## src/rtl/spi_pkg.sv

```systemverilog
`default_nettype none
// ============================================================================
// Module      : spi_pkg
// Description : Command-field layout and arbiter state encoding shared by the
//               SPI transaction arbiter and its round-robin picker.
// Revision    : 1.0 - initial release
// ============================================================================
package spi_pkg;

    localparam int CMD_ID_MSB   = 13;
    localparam int CMD_ID_LSB   = 11;
    localparam int CMD_ADDR_MSB = 10;
    localparam int CMD_ADDR_LSB = 3;
    localparam int CMD_RD_BIT   = 1;

    localparam int GRANT_W = 3;

    localparam logic [1:0] C_ST_IDLE      = 2'd0;
    localparam logic [1:0] C_ST_WAIT_DONE = 2'd1;
    localparam logic [1:0] C_ST_DRAIN     = 2'd2;

    typedef enum logic [1:0] {
        ST_IDLE      = C_ST_IDLE,
        ST_WAIT_DONE = C_ST_WAIT_DONE,
        ST_DRAIN     = C_ST_DRAIN
    } arb_state_t;

    function automatic logic cmd_is_read(input logic [15:0] cmd);
        return cmd[CMD_RD_BIT];
    endfunction

endpackage
`default_nettype wire

```

## src/rtl/spi_rr_pick.sv

```systemverilog
`default_nettype none
// ============================================================================
// Module      : spi_rr_pick
// Description : Combinational round-robin finder: first set request bit at or
//               above the pointer, wrapping modulo NREQ.
// Revision    : 1.0 - initial release
// ============================================================================
module spi_rr_pick
    import spi_pkg::*;
#(
    parameter int NREQ = 4
) (
    input  logic [NREQ-1:0]    req,
    input  logic [GRANT_W-1:0] rr,
    output logic [GRANT_W-1:0] grant,
    output logic               any_valid
);

    logic [7:0] w_req8;
    logic [3:0] w_idx;

    assign w_req8 = 8'(req);

    // The pointer is always below NREQ, so one conditional subtract wraps it.
    always_comb begin
        grant     = '0;
        any_valid = 1'b0;
        w_idx     = '0;
        for (int i = 0; i < NREQ; i++) begin
            w_idx = 4'(rr) + 4'(i);
            if (w_idx >= 4'(NREQ)) begin
                w_idx = w_idx - 4'(NREQ);
            end
            if (!any_valid && w_req8[w_idx[2:0]]) begin
                any_valid = 1'b1;
                grant     = w_idx[2:0];
            end
        end
    end

endmodule
`default_nettype wire

```

## src/rtl/spi_txn_arbiter.sv

```systemverilog
`default_nettype none
// ============================================================================
// Module      : spi_txn_arbiter
// Description : Round-robin arbiter sharing one SPI master between NREQ
//               requesters, with a per-transaction completion timeout.
// Revision    : 1.0 - initial release
// ============================================================================
module spi_txn_arbiter
    import spi_pkg::*;
#(
    parameter int NREQ    = 4,
    parameter int TIMEOUT = 4096,
    parameter int TW      = 13
) (
    input  logic                 clk,
    input  logic                 rst,
    input  logic [NREQ-1:0]      req_valid,
    input  logic [16*NREQ-1:0]   req_cmd,
    input  logic [16*NREQ-1:0]   req_wdata,
    output logic [NREQ-1:0]      req_ready,
    output logic [NREQ-1:0]      rsp_valid,
    output logic [15:0]          rsp_rdata,
    output logic                 rsp_err,
    output logic                 m_start_tx,
    output logic [15:0]          m_cmd_packet,
    output logic [15:0]          m_data_out,
    input  logic                 m_spi_busy,
    input  logic                 m_tx_done,
    input  logic [15:0]          m_data_read,
    output logic [GRANT_W-1:0]   grant_idx,
    output logic                 arb_busy
);

    arb_state_t         r_state;
    logic [GRANT_W-1:0] r_rr;
    logic [TW-1:0]      r_cnt;

    logic [GRANT_W-1:0] w_grant;
    logic               w_any;
    logic [GRANT_W-1:0] w_rr_next;
    logic [15:0]        w_cmd   [8];
    logic [15:0]        w_wdata [8];

    // Padded to eight entries so a 3-bit index never leaves the array.
    genvar gi;
    generate
        for (gi = 0; gi < 8; gi++) begin : g_unpack
            if (gi < NREQ) begin : g_live
                assign w_cmd[gi]   = req_cmd[gi*16 +: 16];
                assign w_wdata[gi] = req_wdata[gi*16 +: 16];
            end else begin : g_pad
                assign w_cmd[gi]   = 16'h0000;
                assign w_wdata[gi] = 16'h0000;
            end
        end
    endgenerate

    spi_rr_pick #(
        .NREQ      (NREQ)
    ) u_pick (
        .req       (req_valid),
        .rr        (r_rr),
        .grant     (w_grant),
        .any_valid (w_any)
    );

    assign w_rr_next = (grant_idx == GRANT_W'(NREQ - 1)) ? '0 : grant_idx + 1'b1;

    always_ff @(posedge clk or posedge rst) begin
        if (rst) begin
            r_state      <= ST_IDLE;
            r_rr         <= '0;
            r_cnt        <= '0;
            req_ready    <= '0;
            rsp_valid    <= '0;
            rsp_rdata    <= '0;
            rsp_err      <= 1'b0;
            m_start_tx   <= 1'b0;
            m_cmd_packet <= '0;
            m_data_out   <= '0;
            grant_idx    <= '0;
            arb_busy     <= 1'b0;
        end else begin
            req_ready  <= '0;
            rsp_valid  <= '0;
            m_start_tx <= 1'b0;
            case (r_state)
                ST_IDLE: begin
                    if (w_any && !m_spi_busy) begin
                        req_ready    <= NREQ'(1) << w_grant;
                        m_start_tx   <= 1'b1;
                        m_cmd_packet <= w_cmd[w_grant];
                        m_data_out   <= w_wdata[w_grant];
                        grant_idx    <= w_grant;
                        arb_busy     <= 1'b1;
                        r_cnt        <= '0;
                        r_state      <= ST_WAIT_DONE;
                    end
                end
                ST_WAIT_DONE: begin
                    // Completion is checked first so a coincident timeout loses.
                    if (m_tx_done) begin
                        rsp_valid <= NREQ'(1) << grant_idx;
                        rsp_rdata <= cmd_is_read(m_cmd_packet) ? m_data_read : 16'h0000;
                        rsp_err   <= 1'b0;
                        r_rr      <= w_rr_next;
                        arb_busy  <= 1'b0;
                        r_state   <= ST_IDLE;
                    end else if (r_cnt == TW'(TIMEOUT - 1)) begin
                        rsp_valid <= NREQ'(1) << grant_idx;
                        rsp_rdata <= 16'h0000;
                        rsp_err   <= 1'b1;
                        r_rr      <= w_rr_next;
                        r_state   <= ST_DRAIN;
                    end else begin
                        r_cnt <= r_cnt + 1'b1;
                    end
                end
                ST_DRAIN: begin
                    if (!m_spi_busy) begin
                        arb_busy <= 1'b0;
                        r_state  <= ST_IDLE;
                    end
                end
                default: begin
                    r_state <= ST_IDLE;
                end
            endcase
        end
    end

endmodule
`default_nettype wire
```

## config.mk

```make
export PLATFORM = sky130hd
export DESIGN_NAME = spi_txn_arbiter
export DESIGN_NICKNAME = d
export VERILOG_FILES = /design/src/rtl/spi_pkg.sv /design/src/rtl/spi_rr_pick.sv /design/src/rtl/spi_txn_arbiter.sv
export SDC_FILE = /design/constraint.sdc
export NUM_CORES = 1
export LEC_CHECK = 0
export CAP_MARGIN = 20
export CORE_MARGIN = 1
export CORE_UTILIZATION = 35
export CTS_BUF_LIST = sky130_fd_sc_hd__clkbuf_16
export DETAILED_ROUTE_END_ITERATION = 12
export PLACE_DENSITY_LB_ADDON = 0.12
export SYNTH_ARGS = -nofsm -noshare
export SYNTH_HDL_FRONTEND = slang
export SYNTH_SLANG_ARGS = --single-unit
```

## constraint.sdc

```tcl
create_clock -name clk -period 3.3 [get_ports clk]
set_input_delay 0.66 -clock clk [delete_from_list [all_inputs] [get_ports clk]]
set_output_delay 0.66 -clock clk [all_outputs]
set_load 0.05 [all_outputs]
```

==> results of run 1 <==
## registers in the layout, indices dropped and copies added, names as in the netlist
signal        cells
req_ready         4
rsp_err           1
arb_busy          1
rsp_valid         4
rsp_rdata        16
m_data_out       16
grant_idx         3
r_state           2
m_start_tx        1
r_cnt            13
r_rr              3
m_cmd_packet     16
## worst max-delay path by stage
stage | from | end | slack [ns] | cells past startpoint
6_report | r_rr[1]$_DFFE_PP0P_ | m_data_out[13]$_DFFE_PP0P_ | 0.19 | 10
5_1_grt | r_rr[1]$_DFFE_PP0P_ | m_data_out[10]$_DFFE_PP0P_ | 0.02 | 10
4_1_cts | r_rr[1]$_DFFE_PP0P_ | m_data_out[13]$_DFFE_PP0P_ | 0.22 | 10
3_5_place_dp | req_valid[3] | m_cmd_packet[2]$_DFFE_PP0P_ | -0.08 | 8
3_3_place_gp | req_valid[2] | m_data_out[15]$_DFFE_PP0P_ | 0.01 | 9
2_1_floorplan | r_rr[0]$_DFFE_PP0P_ | m_cmd_packet[14]$_DFFE_PP0P_ | 0.54 | 12
## routing by layer
layer | part of all wire | GRT usage | up-vias
li1 | - | - | 2113
met1 | 0.41 | 0.272 | 2107
met2 | 0.50 | 0.380 | 162
met3 | 0.072 | 0.0685 | 22
met4 | 0.016 | 0.0814 | 0
met5 | 0 | 0 | -
## through the flow
stage,hold WS [ns],setup TNS [ns],util,cells
after floorplan,0.468,0,-,441
after global placement,0.489,0,0.550,812
after detailed placement,0.490,-0.473,0.550,812
after CTS,0.509,0,0.572,828
after global routing,0.523,0,0.574,828
final,0.505,0,0.574,828
## placed cells by master (no fill, tap or decap), drive strengths merged, types with 9 or more instances in the layout
cell type | netlist | routed
clkbuf | 15 | 9
dfrtp | 80 | 80
a2111oi | 33 | 33
a21boi | 31 | 31
inv | 13 | 14
nand2 | 15 | 15
clkdlybuf4s50 | 0 | 213
a21oi | 13 | 13
o21ai | 15 | 15
nor2 | 38 | 38
ha | 10 | 10
buf | 22 | 23
mux2i | 33 | 33
a22o | 17 | 17
a211oi | 32 | 32
## logic make-up after synthesis
kind of cell             Yosys count
buffers and inverters             50
AND/OR/NAND/NOR                   98
flip-flops                        80
adder cells (fa/ha/maj)           10
XOR/XNOR                           2
multiplexers                      39
AO/OA/AOI/OAI                    162
## cell type report
class                   count  area (um^2)  area share
clock buffers               9          225      0.0312
clock inverters             7         48.8     0.00677
inverters                  13         50.0     0.00694
multi-input cells         311         2300       0.319
flip-flops and latches     80         2000       0.278
well taps                 172          215      0.0298
repair buffers            236         2370       0.328
## report_power, final
group	internal, mW	switching, mW
clock network	0.509	0.421
registers	1.34	0.223
logic	1.75	2.84
total	3.60	3.48
## timing repair
item,in CTS,in global routing
endpoints found under the setup margin,0,11
buffers inserted,0,0
hold endpoints to repair,0,0
gates resized for setup,0,10
==> flow_summary.toml, run 1 <==
[status]
outcome = "finished clean"

[critical_path]
path_buf_inv = 3
crit_path_cell_trace = "inv_1, ha_1, mux2i_2, o21a_1, a211o_1, buf_4, buf_4, a21boi_0, a2111oi_0, a211oi_1"
worstSetupPathType = "flop to flop"
crit_path_frequent_cell = "buf_4"
crit_family = "compound AO/OA/AOI/OAI gates"
r2r_cells = 10
critPathSlowestCell = "dfrtp_1"
critPathMaxStageDelay_ns = 0.47
start_kind = "flop"
cp_max_fo = 24
cp-end-kind = "flop"
worstPathRequired_ns = 3.50
rrSetupSlack_ns = 0.19
reg2reg_to = "m_data_out[13]$_DFFE_PP0P_"
cp.arrival_ns = 3.31
r2r_start = "r_rr[1]$_DFFE_PP0P_"

[die]
die_h_um = 115
die_width_um = 115
io_pins = 214
row_count = 41
core-area_um2 = 12600
start_util = 0.359
dieArea_um2 = 13300

[grt]
grtUsageTotal = 0.225
antenna_found_initial = 0
overflow = 0
grt_pass1_vias = 4579
grt_pass1_wl_um = 22900
grt_start_max_net_pins = 47

[place]
place.gp.congestion = 0.889
port_buffers = 213
dpl.hpwl_um = 10900
dpl_cell_area_um2 = 6920
place_ws_ns = -0.0773

[timing]
setup_ws_ns = 0.192
grt_setup_unrepaired = "no"
hold_viol_final = 0
skew_ns = 0.00915
period_share = 0.942
setup_violations = 0
slew_headroom = 0.582
clock.fmax_mhz = 322
maxSlewViolCount = 0
tightest_slew_ns = 0.626
finalCriticalPeriod_ns = 3.11

[synth]
netlist_instances = 441
netlist_area_um2 = 4510
seq_area_frac_synth = 0.444
synth_top_family_by_area = "compound AO/OA/AOI/OAI gates"
synth.net_count = 603
ys_seq_elements = 80
synth_compound_area_frac = 0.274
synthSimpleGateAreaFrac = 0.106
synth_top_area_frac = 0.444
ys_async_sr_fraction = 1.00
syn_area_per_cell_um2 = 10.2
synth_adder_area_share = 0.0278
yosysWarningCount = 0
synthFlopType = "dfrtp_1"
synth_enable_flop_cells = 0
synthTopCellsByArea = "dfrtp_1, mux2i_1, a2111oi_0"
yosysMostFrequentCell = "dfrtp_1"
synthMuxAreaShare = 0.0933
post_synth_xor_area_fraction = 0.00389
synthTopCellsByCount = "dfrtp_1, nor2_1, a2111oi_0, mux2i_1, a211oi_1"
synth.largest_area_cell = "dfrtp_1"
synth_cell_types = 51

[final_layout]
syn2layout_area_growth_pct = 60.0
num-fill-cells = 1091
fin_area_um2 = 7210
num_antenna_cells = 0
drive_gt1_frac = 0.0838
nets = 813

[route]
first_pass_iters = 4
drc = 0
wl_um = 14700
drt_iter0_markers = 232
wl_per_cell_um = 17.8
avgViaCountPerCell = 5.32
vias = 4404
ant_nets = 0

[power]
power_density_nw_per_um2 = 982
max-vdd-ir-drop_uv = 448
total_power_mw = 7.08
power.leakage_nw = 2.93

[worst_hold_path]
hold_end = "rsp_rdata[7]$_DFFE_PP0P_"
hp-start = "rsp_rdata[7]$_DFFE_PP0P_"
hold_path.class = "flop to flop"
holdPathStages = 1

[clock_network]
cts_hold_buf = 0
cts_tree = "built"
clock_latency_ns = 0.34
root_buffer = "clkbuf_16"
cts_sinks = 80
cts_made_buffers = 9
cts_buffer_depth = 2
clk_pin_slew_ns = 0.06
cts_max_level = 3

[job]
maxCapViolations = 0
No activity file was read; power rests on OpenSTA's default activity.
==> run 2: changes to the inputs <==
--- a/config.mk
+++ b/config.mk
@@ -6,7 +6,7 @@
 export NUM_CORES = 1
 export LEC_CHECK = 0
 export CAP_MARGIN = 20
-export CORE_MARGIN = 1
+export CORE_MARGIN = 2
 export CORE_UTILIZATION = 35
 export CTS_BUF_LIST = sky130_fd_sc_hd__clkbuf_16
 export DETAILED_ROUTE_END_ITERATION = 12
==> run 2 against run 1 <==
Worst hold slack lost 0.0031 ns. Final cell count shrank 0.24%. Worst setup slack gained 0.072 ns. Sequential share of layout area shrank 0.096 points. Highest routed layer unchanged. Non-clock buffer count shrank 2. Power grew 1.0%. Sequential power is essentially flat.
==> flow_summary.toml, run 2 (synthesis gave the netlist of run 1 again) <==
[status]
outcome = "finished clean"

[power]
power_density_nw_per_um2 = 989
max-vdd-ir-drop_uv = 465
power.leakage_nw = 2.95

[final_layout]
final_cell_mix = "clkdlybuf4s50_1, dfrtp_1, nor2_1"
final_common_cell = "clkdlybuf4s50_1"
num_antenna_cells = 0
nets = 811
num-fill-cells = 1120
syn2layout_area_growth_pct = 60.5
drive_gt1_frac = 0.0780
regArea_um2 = 2000
largestRegisters = "m_cmd_packet (16), m_data_out (16), rsp_rdata (16)"
stdcell_count = 826
post-route-util = 0.573
multi_input_area_um2 = 2280

[grt]
grt_pass1_vias = 4568
grt_pass1_wl_um = 23400
antenna_found_initial = 0
overflow = 0
grtUsageTotal = 0.210
grt_start_max_net_pins = 42

[clock_network]
clock_latency_ns = 0.34
postCtsResizedCells = 0
cts_setup_buffers = 0
root_buffer = "clkbuf_16"
cts_max_level = 3
cts_buffer_depth = 2
cts_sinks = 80
cts_made_buffers = 9
clk_pin_slew_ns = 0.07
cts_hold_buf = 0
cts_tree = "built"

[critical_path]
worstSetupPathType = "primary input to flop"
start_kind = "primary input"
worstPathRequired_ns = 3.53
cp-end-kind = "flop"
cp.arrival_ns = 3.27
crit_path_cell_trace = "clkdlybuf4s50_1, mux4_2, a221o_1, o221ai_2, buf_12, nand2_2, buf_12, mux2i_1, a211oi_1"
cp_max_fo = 23
critPathMaxStageDelay_ns = 0.58
critPathSlowestCell = "mux4_2"
crit_path_frequent_cell = "buf_12"

[place]
dpl.hpwl_um = 11100
placed_cells = 810
port_buffers = 213
place.gp.congestion = 0.932

[die]
die_width_um = 117
row_count = 41
die_h_um = 117
io_pins = 214
core-area_um2 = 12600
dieArea_um2 = 13800
start_util = 0.357

[timing]
skew_ns = 0.00752
maxSlewViolCount = 0
setup_violations = 0
tightest_slew_ns = 0.754
period_share = 0.920
grt_setup_unrepaired = "no"
slew_headroom = 0.497
finalCriticalPeriod_ns = 3.04
hold_viol_final = 0
clock.fmax_mhz = 329

[route]
vias = 4437
ant_nets = 0
avgViaCountPerCell = 5.37
first_pass_iters = 4
drc = 0
drt_iter0_markers = 207
wl_per_cell_um = 18.0
top_layer = "met4"
met1_length_um = 6110
wl_um = 14800
wl_met3_um = 1150
dr_wl_met2_um = 7380

[job]
maxCapViolations = 0

[worst_hold_path]
hold_path.class = "flop to flop"
==> run 2: cell types whose count changed in the layout (fill, tap and decap cells not counted), sizes merged <==
cell / change
clkinvlp: -3
clkinv: -1
inv: +4
buf: -2
==> run 2: metal layers <==
metal | up-vias | track usage
li1 | 2115 | -
met1 | 2137 | 0.249
met2 | 171 | 0.370
met3 | 14 | 0.0581
met4 | 0 | 0.0685
met5 | - | 0
==> run 2: final cells by class <==
| type | instances | share of cell area |
|---|---|---|
| multi-input combinational | 311 | 0.315 |
| sequential | 80 | 0.277 |
| tap | 172 | 0.0297 |
| inverter | 13 | 0.00692 |
| clock inverter | 7 | 0.00986 |
| timing repair buffer | 234 | 0.330 |
| clock buffer | 9 | 0.0311 |
==> run 2: worst paths after layout <==
| kind | slack [ns] | end | start | depth (start not counted) |
|---|---|---|---|---|
| hold reg to reg | 0.50 | rsp_rdata[15]$_DFFE_PP0P_ | rsp_rdata[15]$_DFFE_PP0P_ | 1 |
| min in group asynchronous | 0.75 | m_data_out[0]$_DFFE_PP0P_ | rst | 2 |
| setup / recovery | 0.26 | m_data_out[10]$_DFFE_PP0P_ | req_valid[3] | 9 |
| setup reg to reg | 0.35 | r_cnt[11]$_DFFE_PP0P_ | r_rr[0]$_DFFE_PP0P_ | 8 |
| hold / removal | 0.50 | rsp_rdata[15]$_DFFE_PP0P_ | rsp_rdata[15]$_DFFE_PP0P_ | 1 |
| max in group asynchronous | 1.89 | r_rr[2]$_DFFE_PP0P_ | rst | 3 |
==> run 2: worst max-delay path, delay by kind of cell <==
family          cells  cell delay (ns)
simple gates        1             0.11
buf+inv             3             0.89
mux                 2             0.72
compound gates      3             0.87
==> run 2: where the power goes <==
group	total, mW	internal (mW)	switching, mW
Combinational	4.59	1.78	2.81
Clock	1.00	0.538	0.462
Sequential	1.57	1.34	0.226
Total	7.16	3.66	3.50
==> run 2: metrics by stage <==
stage / setup TNS [ns] / worst slack (ns) / power, mW / cell area [um^2] / hold slack [ns]
after floorplan: 0 / 0.541 / 4.53 / 4510 / 0.468
after global placement: 0 / 0.0455 / 6.09 / 6940 / 0.484
after detailed placement: -0.689 / -0.0811 / 6.18 / 6940 / 0.490
after CTS: 0 / 0.286 / 7.20 / 7240 / 0.511
after global routing: 0 / 0.118 / 7.56 / 7240 / 0.524
final: 0 / 0.264 / 7.16 / 7240 / 0.502
